===== config.mk =====
export PLATFORM = sky130hd
export DESIGN_NAME = typing_game_ctrl_flat
export DESIGN_NICKNAME = d
export VERILOG_FILES = /design/src/rtl/typing_game_if.sv /design/src/rtl/typing_game_ctrl.sv /design/src/flat_wrapper.sv
export SDC_FILE = /design/constraint.sdc
export NUM_CORES = 1
export LEC_CHECK = 0
export ABC_AREA = 1
export CAP_MARGIN = 20
export CORE_AREA = 3 3 480 482
export CTS_CLUSTER_SIZE = 20
export DETAILED_ROUTE_END_ITERATION = 16
export DIE_AREA = 0 0 483 485
export HOLD_SLACK_MARGIN = 0.12
export PLACE_DENSITY_LB_ADDON = 0.3
export SKIP_LAST_GASP = 1
export SYNTH_ARGS = -nofsm -noshare
export SYNTH_HDL_FRONTEND = slang
export SYNTH_SLANG_ARGS = --single-unit

===== constraint.sdc =====
create_clock -name CLK -period 6.2 [get_ports CLK]
set_clock_uncertainty 0.15 [all_clocks]
set_input_delay 0.62 -clock CLK [delete_from_list [all_inputs] [get_ports CLK]]
set_output_delay 0.62 -clock CLK [all_outputs]
set_load 0.03 [all_outputs]

===== src/rtl/typing_game_if.sv =====
// typing_game_if: bundles the keyboard, button, text and display signals of typing_game_ctrl.
// The master drives text, key_valid, key_code, btn_start and btn_pause, and reads Q, cur,
// err_cnt, sec_left, hit and miss. The slave (the controller) does the opposite.
interface typing_game_if #(parameter int N_CHARS = 200);
  logic [6*N_CHARS-1:0] text;
  logic key_valid;
  logic [5:0] key_code;
  logic btn_start;
  logic btn_pause;
  logic [2:0] Q;
  logic [9:0] cur;
  logic [7:0] err_cnt;
  logic [6:0] sec_left;
  logic hit;
  logic miss;
  modport master(output text, key_valid, key_code, btn_start, btn_pause,
                 input Q, cur, err_cnt, sec_left, hit, miss);
  modport slave(input text, key_valid, key_code, btn_start, btn_pause,
                output Q, cur, err_cnt, sec_left, hit, miss);
endinterface


===== src/rtl/typing_game_ctrl.sv =====
// typing_game_ctrl: typing game sequencer. Ports: CLK, RST (sync, active-high), gi (slave side of typing_game_if).
module typing_game_ctrl #(
  parameter int N_CHARS    = 200,
  parameter int CLK_HZ     = 25_000_000,
  parameter int TIME_LIMIT = 60,
  parameter int MAX_ERR    = 10
) (
  input logic CLK,
  input logic RST,
  typing_game_if.slave gi
);
  localparam int PW = $clog2(CLK_HZ + 1);
  localparam logic [2:0] STOP = 3'd0, RUN = 3'd1, PAUSE = 3'd2, WIN = 3'd3, LOSE = 3'd4;
  logic [2:0] q, q_n;
  logic [9:0] cur, cur_n;
  logic [7:0] err, err_n;
  logic [6:0] sec, sec_n;
  logic [PW-1:0] psc, psc_n;
  logic hit, hit_n, miss, miss_n, bs_d, bp_d;
  logic start_rise, pause_rise, at_end, key_ok, key_bad, tick, err_lose, time_lose, run_step, restart;
  logic [5:0] ch;
  assign start_rise = gi.btn_start & ~bs_d;
  assign pause_rise = gi.btn_pause & ~bp_d;
  assign ch = (cur < 10'(N_CHARS)) ? gi.text[6*int'(cur) +: 6] : 6'd0;
  assign at_end = cur >= 10'(N_CHARS) || ch == 6'd0;
  assign key_ok = gi.key_valid && gi.key_code == ch;
  assign key_bad = gi.key_valid && gi.key_code != ch;
  assign tick = psc == PW'(CLK_HZ - 1);
  assign err_lose = key_bad && (err + 8'd1 == 8'(MAX_ERR));
  assign time_lose = tick && sec == 7'd1;
  // a RUN cycle that is not ending on the terminator applies keys and ticks
  assign run_step = q == RUN && !at_end;
  assign restart = (q == STOP || q == WIN || q == LOSE) && start_rise;
  always_ff @(posedge CLK)
    q <= RST ? STOP : q_n;
  always_comb begin
    q_n = STOP;
    case (q)
      STOP:     q_n = start_rise ? RUN : STOP;
      RUN:      q_n = at_end ? WIN : (err_lose || time_lose) ? LOSE : pause_rise ? PAUSE : RUN;
      PAUSE:    q_n = pause_rise ? RUN : PAUSE;
      WIN, LOSE: q_n = start_rise ? STOP : q;
      default:  q_n = STOP;
    endcase
  end
  always_comb begin
    cur_n = restart ? 10'd0 : (run_step && key_ok) ? cur + 10'd1 : cur;
    err_n = restart ? 8'd0 : (run_step && key_bad) ? err + 8'd1 : err;
    sec_n = restart ? 7'(TIME_LIMIT) : (run_step && tick && sec != 7'd0) ? sec - 7'd1 : sec;
    psc_n = restart ? '0 : run_step ? (tick ? '0 : psc + PW'(1)) : psc;
    hit_n = run_step && key_ok;
    miss_n = run_step && key_bad;
  end
  always_ff @(posedge CLK)
    if (RST) begin
      cur <= '0;
      err <= '0;
      sec <= 7'(TIME_LIMIT);
      psc <= '0;
      hit <= 1'b0;
      miss <= 1'b0;
      bs_d <= 1'b1;
      bp_d <= 1'b1;
    end else begin
      cur <= cur_n;
      err <= err_n;
      sec <= sec_n;
      psc <= psc_n;
      hit <= hit_n;
      miss <= miss_n;
      bs_d <= gi.btn_start;
      bp_d <= gi.btn_pause;
    end
  assign gi.Q = q;
  assign gi.cur = cur;
  assign gi.err_cnt = err;
  assign gi.sec_left = sec;
  assign gi.hit = hit;
  assign gi.miss = miss;
endmodule


===== src/flat_wrapper.sv =====
// flat-port wrapper written by rule: the top's interface ports become plain ports
module typing_game_ctrl_flat 
#(
  parameter int N_CHARS    = 200,
  parameter int CLK_HZ     = 25_000_000,
  parameter int TIME_LIMIT = 60,
  parameter int MAX_ERR    = 10
)
  (CLK, RST, gi_text, gi_key_valid, gi_key_code, gi_btn_start, gi_btn_pause, gi_Q, gi_cur, gi_err_cnt, gi_sec_left, gi_hit, gi_miss);
  typing_game_if #(.N_CHARS(N_CHARS)) gi_i ();
  input logic CLK;
  input logic RST;
  input wire logic [$bits(gi_i.text)-1:0] gi_text;
  input wire logic [$bits(gi_i.key_valid)-1:0] gi_key_valid;
  input wire logic [$bits(gi_i.key_code)-1:0] gi_key_code;
  input wire logic [$bits(gi_i.btn_start)-1:0] gi_btn_start;
  input wire logic [$bits(gi_i.btn_pause)-1:0] gi_btn_pause;
  output wire logic [$bits(gi_i.Q)-1:0] gi_Q;
  output wire logic [$bits(gi_i.cur)-1:0] gi_cur;
  output wire logic [$bits(gi_i.err_cnt)-1:0] gi_err_cnt;
  output wire logic [$bits(gi_i.sec_left)-1:0] gi_sec_left;
  output wire logic [$bits(gi_i.hit)-1:0] gi_hit;
  output wire logic [$bits(gi_i.miss)-1:0] gi_miss;
  assign gi_i.text = gi_text;
  assign gi_i.key_valid = gi_key_valid;
  assign gi_i.key_code = gi_key_code;
  assign gi_i.btn_start = gi_btn_start;
  assign gi_i.btn_pause = gi_btn_pause;
  assign gi_Q = gi_i.Q;
  assign gi_cur = gi_i.cur;
  assign gi_err_cnt = gi_i.err_cnt;
  assign gi_sec_left = gi_i.sec_left;
  assign gi_hit = gi_i.hit;
  assign gi_miss = gi_i.miss;
  typing_game_ctrl #(.N_CHARS(N_CHARS), .CLK_HZ(CLK_HZ), .TIME_LIMIT(TIME_LIMIT), .MAX_ERR(MAX_ERR)) u_core (.CLK(CLK), .RST(RST), .gi(gi_i));
endmodule

**Word-level counts from Yosys, hierarchy flattened**

Index checks and enable logic that the tools add are counted.
W data, S select, Z words.

- Register bits: 57
- Bits of input ports: 1211
- Output and inout bits: 30
- Word-level logic and storage cells: 60

- $add $sub $neg: 4
- Multipliers: 1
- Order comparisons: 2
- Eq/ne operators: 10
- Shifts and indexed selects: 1
- Multiplexer cells: 9
- Bitwise logic cells: 4
- Reductions and logical operators: 20

Operator list:

| kind | number |
|---|---|
| $shiftx A1200 B32 Y6 | 1 |
| $add A25 B1 Y25 const B | 1 |
| $eq A25 B25 Y1 const B | 1 |
| $mux W25 | 1 |
| $mul A2 B10 Y12 const A | 1 |
| $pmux W3 S4 | 1 |
| $add A10 B1 Y10 const B | 1 |
| $ge A10 B8 Y1 const B | 1 |
| $logic_and A1 B1 Y1 | 10 |
| $lt A10 B8 Y1 const B | 1 |
| $mux W3 | 3 |
| $add A8 B1 Y8 const B | 1 |
| $eq A8 B4 Y1 const B | 1 |
| $eq A7 B1 Y1 const B | 1 |
| $reduce_bool A7 Y1 | 1 |
| $sub A7 B1 Y7 const B | 1 |
| $eq A3 B2 Y1 const B | 2 |
| $eq A6 B6 Y1 | 1 |
| $logic_not A6 Y1 | 1 |
| $mux W6 | 1 |
| $ne A6 B6 Y1 | 1 |
| $logic_or A1 B1 Y1 | 4 |
| $mux W2 | 2 |
| $reduce_or A2 Y1 | 2 |
| other kinds (8) | 10 |

**Depth between registers and ports, before layout**

- Depth after elaboration: 10
- Depth in mapped cells: 30
- Mapped depth without buffers: 27

**Worst setup path after synthesis**

Ideal clock, no wire load.

- Path type: register to register
- From: register u_core.cur[3], in the netlist u_core.gi.cur[3]
- To: register u_core.psc[18]
- Library setup time: 0.119 ns
- Data arrival time: 2.931 ns
- Required time: 5.931 ns
- Setup slack: 3.001 ns
- Stages on the path, launching flop included: 22
- Path buffers: 3
- Cell sequence: dfxtp_1 buf_2 inv_1 nor2_2 clkbuf_1 nand2_1 nand2_1 inv_1 nand2_1 nand2_1 nand2_1 o21ai_1 a21oi_1 nand2_1 and2_1 a21boi_2 buf_4 nand2_2 nor2_4 nand2_1 nor3b_1 nor2_1

- Cells in the longest elaborated chain, start to end: 7
- Elaborated cells on any way between the ends: 9

Ends and longest elaborated chain:

| item | line | text |
|---|---|---|
| from (decl) | typing_game_ctrl.sv:15 | `logic [9:0] cur, cur_n;` |
| from (signal assigned) | typing_game_ctrl.sv:65 | `cur <= cur_n;` |
| $mul A2 B10 Y12 | typing_game_ctrl.sv:24 | `assign ch = (cur < 10'(N_CHARS)) ? gi.text[6*int'(cur) +: 6] : 6'd0;` |
| $shiftx A1200 B32 Y6 | typing_game_ctrl.sv:24 |  |
| $mux W6 | typing_game_ctrl.sv:24 |  |
| $logic_not A6 Y1 | typing_game_ctrl.sv:25 | `assign at_end = cur >= 10'(N_CHARS) \|\| ch == 6'd0;` |
| $logic_or A1 B1 Y1 * | typing_game_ctrl.sv:25 |  |
| $logic_not A1 Y1 * | typing_game_ctrl.sv:32 | `assign run_step = q == RUN && !at_end;` |
| $logic_and A1 B1 Y1 * | typing_game_ctrl.sv:32 |  |
| to (signal assigned) | typing_game_ctrl.sv:68 | `psc <= psc_n;` |
| to (decl) | typing_game_ctrl.sv:18 | `logic [PW-1:0] psc, psc_n;` |

Every way passes the cells marked *; elsewhere a longest branch is shown, timed or not.
A chain may end at the register's enable or synchronous reset.

**Final worst setup path**

- From: register u_core.cur[4], in the netlist u_core.gi.cur[4]
- To: register u_core.psc[11]

Same word-level chain as after synthesis.

==> out/metrics.cfg <==
[status]
status=complete, no violations

[global_routing]
grt_pass1_wl_um=247000
first_global_vias=28400
grt_overflow_total=0
antenna_found_initial=87
grt_max_degree=143
grt_usage_pct=15.3

[timing]
fin_setup_tns_ns=0
slew_headroom_pct=24.7
grt_setup_unrepaired=false
finalHoldViolCount=0
drv_slew=0
worst_pin_slew_ns=1.12
post-route-period-util_pct=85.5
fmax_ghz=0.189
setup_violations=0
fin_crit_ns=5.30

[yosys]
ys_ff_latch=57
synth_area_um2=16800
seq_area_frac_synth_pct=6.78
yosysUniqueCellTypes=44
avgSynthCellArea_um2=4.61
yosys_warnings=0
synthCells=3650
synth_nets=4868

[critical_path]
crit_top_cell=nand2_1
worst-setup-path-type=reg2reg
cp_slowest_cell=dfxtp_1
crit_path_start_kind=flop
cp.arrival_ns=5.35
endpoint_kind=flop
cp.required_ns=6.25
cp_max_fo=14
cpPeakStageDelay_ns=0.83
crit_chain=inv_1 > nor2_4 > inv_1 > a21oi_1 > nor2_1 > nand2_1 > nand2_1 > nand2_1 > nand2_1 > and2_1 > a21boi_2 > nand2_2 > nand2_2 > inv_2 > o21ai_0 > a31oi_1

[clocking]
clock_path_buffers=2
numCtsBuffers=9
clkTransAtPathRegs_ns=0.05
clkSinkCount=57
ctsHtreeMaxLevel=3
clock-root-buffer=clkbuf_16
cts_resized=0
postCtsSetupRepairBufs=0
cts-hold-fix-buffers=0
cts_tree=done
clock_latency_ns=0.33

[placement]
dp.cells=7710
hpwl_um=157000
io_buffers=1240
place_area_um2=32500
place.gp.congestion=0.915

[layout]
fin_util_pct=14.5
final_layout_size_suffix_gt1_share_pct=3.92
final_common_cell=clkdlybuf4s50_1
stdcell_count=7738
layout_common_cells=clkdlybuf4s50_1, nor2_1, nand2_1
nNetsFinal=5930
area_growth_pct=95.1
final_area_um2=32800
n_fill_cell=27000

[power]
leakagePower_nw=13.5
clkPwrFrac_pct=22.3
power_frac_comb_pct=59.5
power-per-cell-area_nw_per_um2=62.4
switchingPower_mw=0.606
ir_worst_vdd_mv=0.106
p_int_mw=1.44
swShare_pct=29.6
p_seq_share_pct=18.2

[drt]
routedWlPerCell_um=24.2
vias_per_cell=3.57
ant_nets=0
route.vias.total=27600
first_pass_iters=7
drtIter0Drc=1549
drcViolationCount=0
routed_wl_um=188000

[floorplanning]
die_w_um=483
coreArea_um2=227000
start_util_pct=7.42
io_pins=1241
fp.dieArea_um2=234000
rows=175
die_y_um=485

[min_path]
hold_class=reg2reg

[flow_run]
max_cap_viol_count=0

[critical path: cells and delay by family, from the launching register on]
kind / cells / cell delay [ns]
compound gates: 4 / 1.10
buf+inv: 3 / 1.10
flops: 1 / 0.83
simple gates: 9 / 1.96
[final cells by class]
type	instances	area [µm²]	area share (%)
Timing Repair Buffer	1302	13100	40.0
Multi-Input combinational cell	2956	13000	39.6
Tap cell	3009	3760	11.5
Sequential cell	57	1150	3.51
Antenna cell	14	35.0	0.107
Inverter	386	1480	4.51
Clock inverter	1	5.00	0.0152
Clock buffer	13	260	0.793
[layer usage]
| metal | GRT usage (%) | routed length (µm) |
|---|---|---|
| met5 | 0 | 265 |
| met4 | 2.60 | 3590 |
| met3 | 4.17 | 13900 |
| met2 | 27.3 | 91400 |
| met1 | 18.3 | 78400 |
[worst paths after layout]
check                    from          endpoint  slack (ns)  cells after the start
min          u_core.gi.cur[8]  u_core.gi.cur[8]        0.30                      2
max          u_core.gi.cur[4]    u_core.psc[11]        0.90                     16
max reg2reg  u_core.gi.cur[4]    u_core.psc[11]        0.90                     16
min reg2reg  u_core.gi.cur[8]  u_core.gi.cur[8]        0.30                      2
[registers in the layout, summed over array words and instances (netlist names)]
register	cells
u_core.gi.sec_left	7
u_core.bp_d	1
u_core.bs_d	1
u_core.gi.Q	3
u_core.psc	25
u_core.gi.cur	10
u_core.gi.hit	1
u_core.gi.miss	1
u_core.gi.err_cnt	8
[cells by family after synthesis]
group,count (synthesis),synth area share (%)
xor+xnor,12,0.625
fa+ha+maj,7,0.521
flops,57,6.78
buf+inv,637,16.2
simple gates,2421,59.5
compound gates,516,16.3
[Yosys cell counts (all sizes together)]
cell type	instances	area, µm²
a211oi	2	15.0
a21boi	1	11.3
a21oi	61	305
a22oi	1	7.51
a31oi	2	12.5
and2	1	6.26
and3	2	12.5
buf	181	1010
clkbuf	70	263
clkinv	2	7.51
dfxtp	57	1140
ha	7	87.6
inv	384	1440
nand2	933	3510
nand3	364	1830
nand3b	1	7.51
nand4	18	113
nor2	952	3590
nor3	19	111
nor3b	2	15.0
nor4	7	43.8
nor4b	2	17.5
o211ai	31	233
o21a	2	15.0
o21ai	386	1930
o221ai	12	105
o22ai	17	106
o31ai	1	7.51
or2	120	751
xnor2	2	17.5
xor2	10	87.6
[power by group through the flow]
stage	Sequential [mW]	Clock [mW]	Combinational (mW)
floorplan	0.385	0	0.252
global placement	0.381	0	1.24
detailed placement	0.381	0	1.23
CTS	0.373	0.478	1.24
global route	0.374	0.490	1.32
finish	0.373	0.456	1.22
[stage by stage]
stage               worst slack, ns  hold WS [ns]  total power, mW
floorplan                      3.00         0.302            0.637
global placement              0.564         0.290             1.62
detailed placement            0.507         0.301             1.62
CTS                           0.485         0.312             2.09
global route                  0.353         0.335             2.18
finish                        0.902         0.302             2.05
Note: power is estimated with default switching activity, not from simulation.
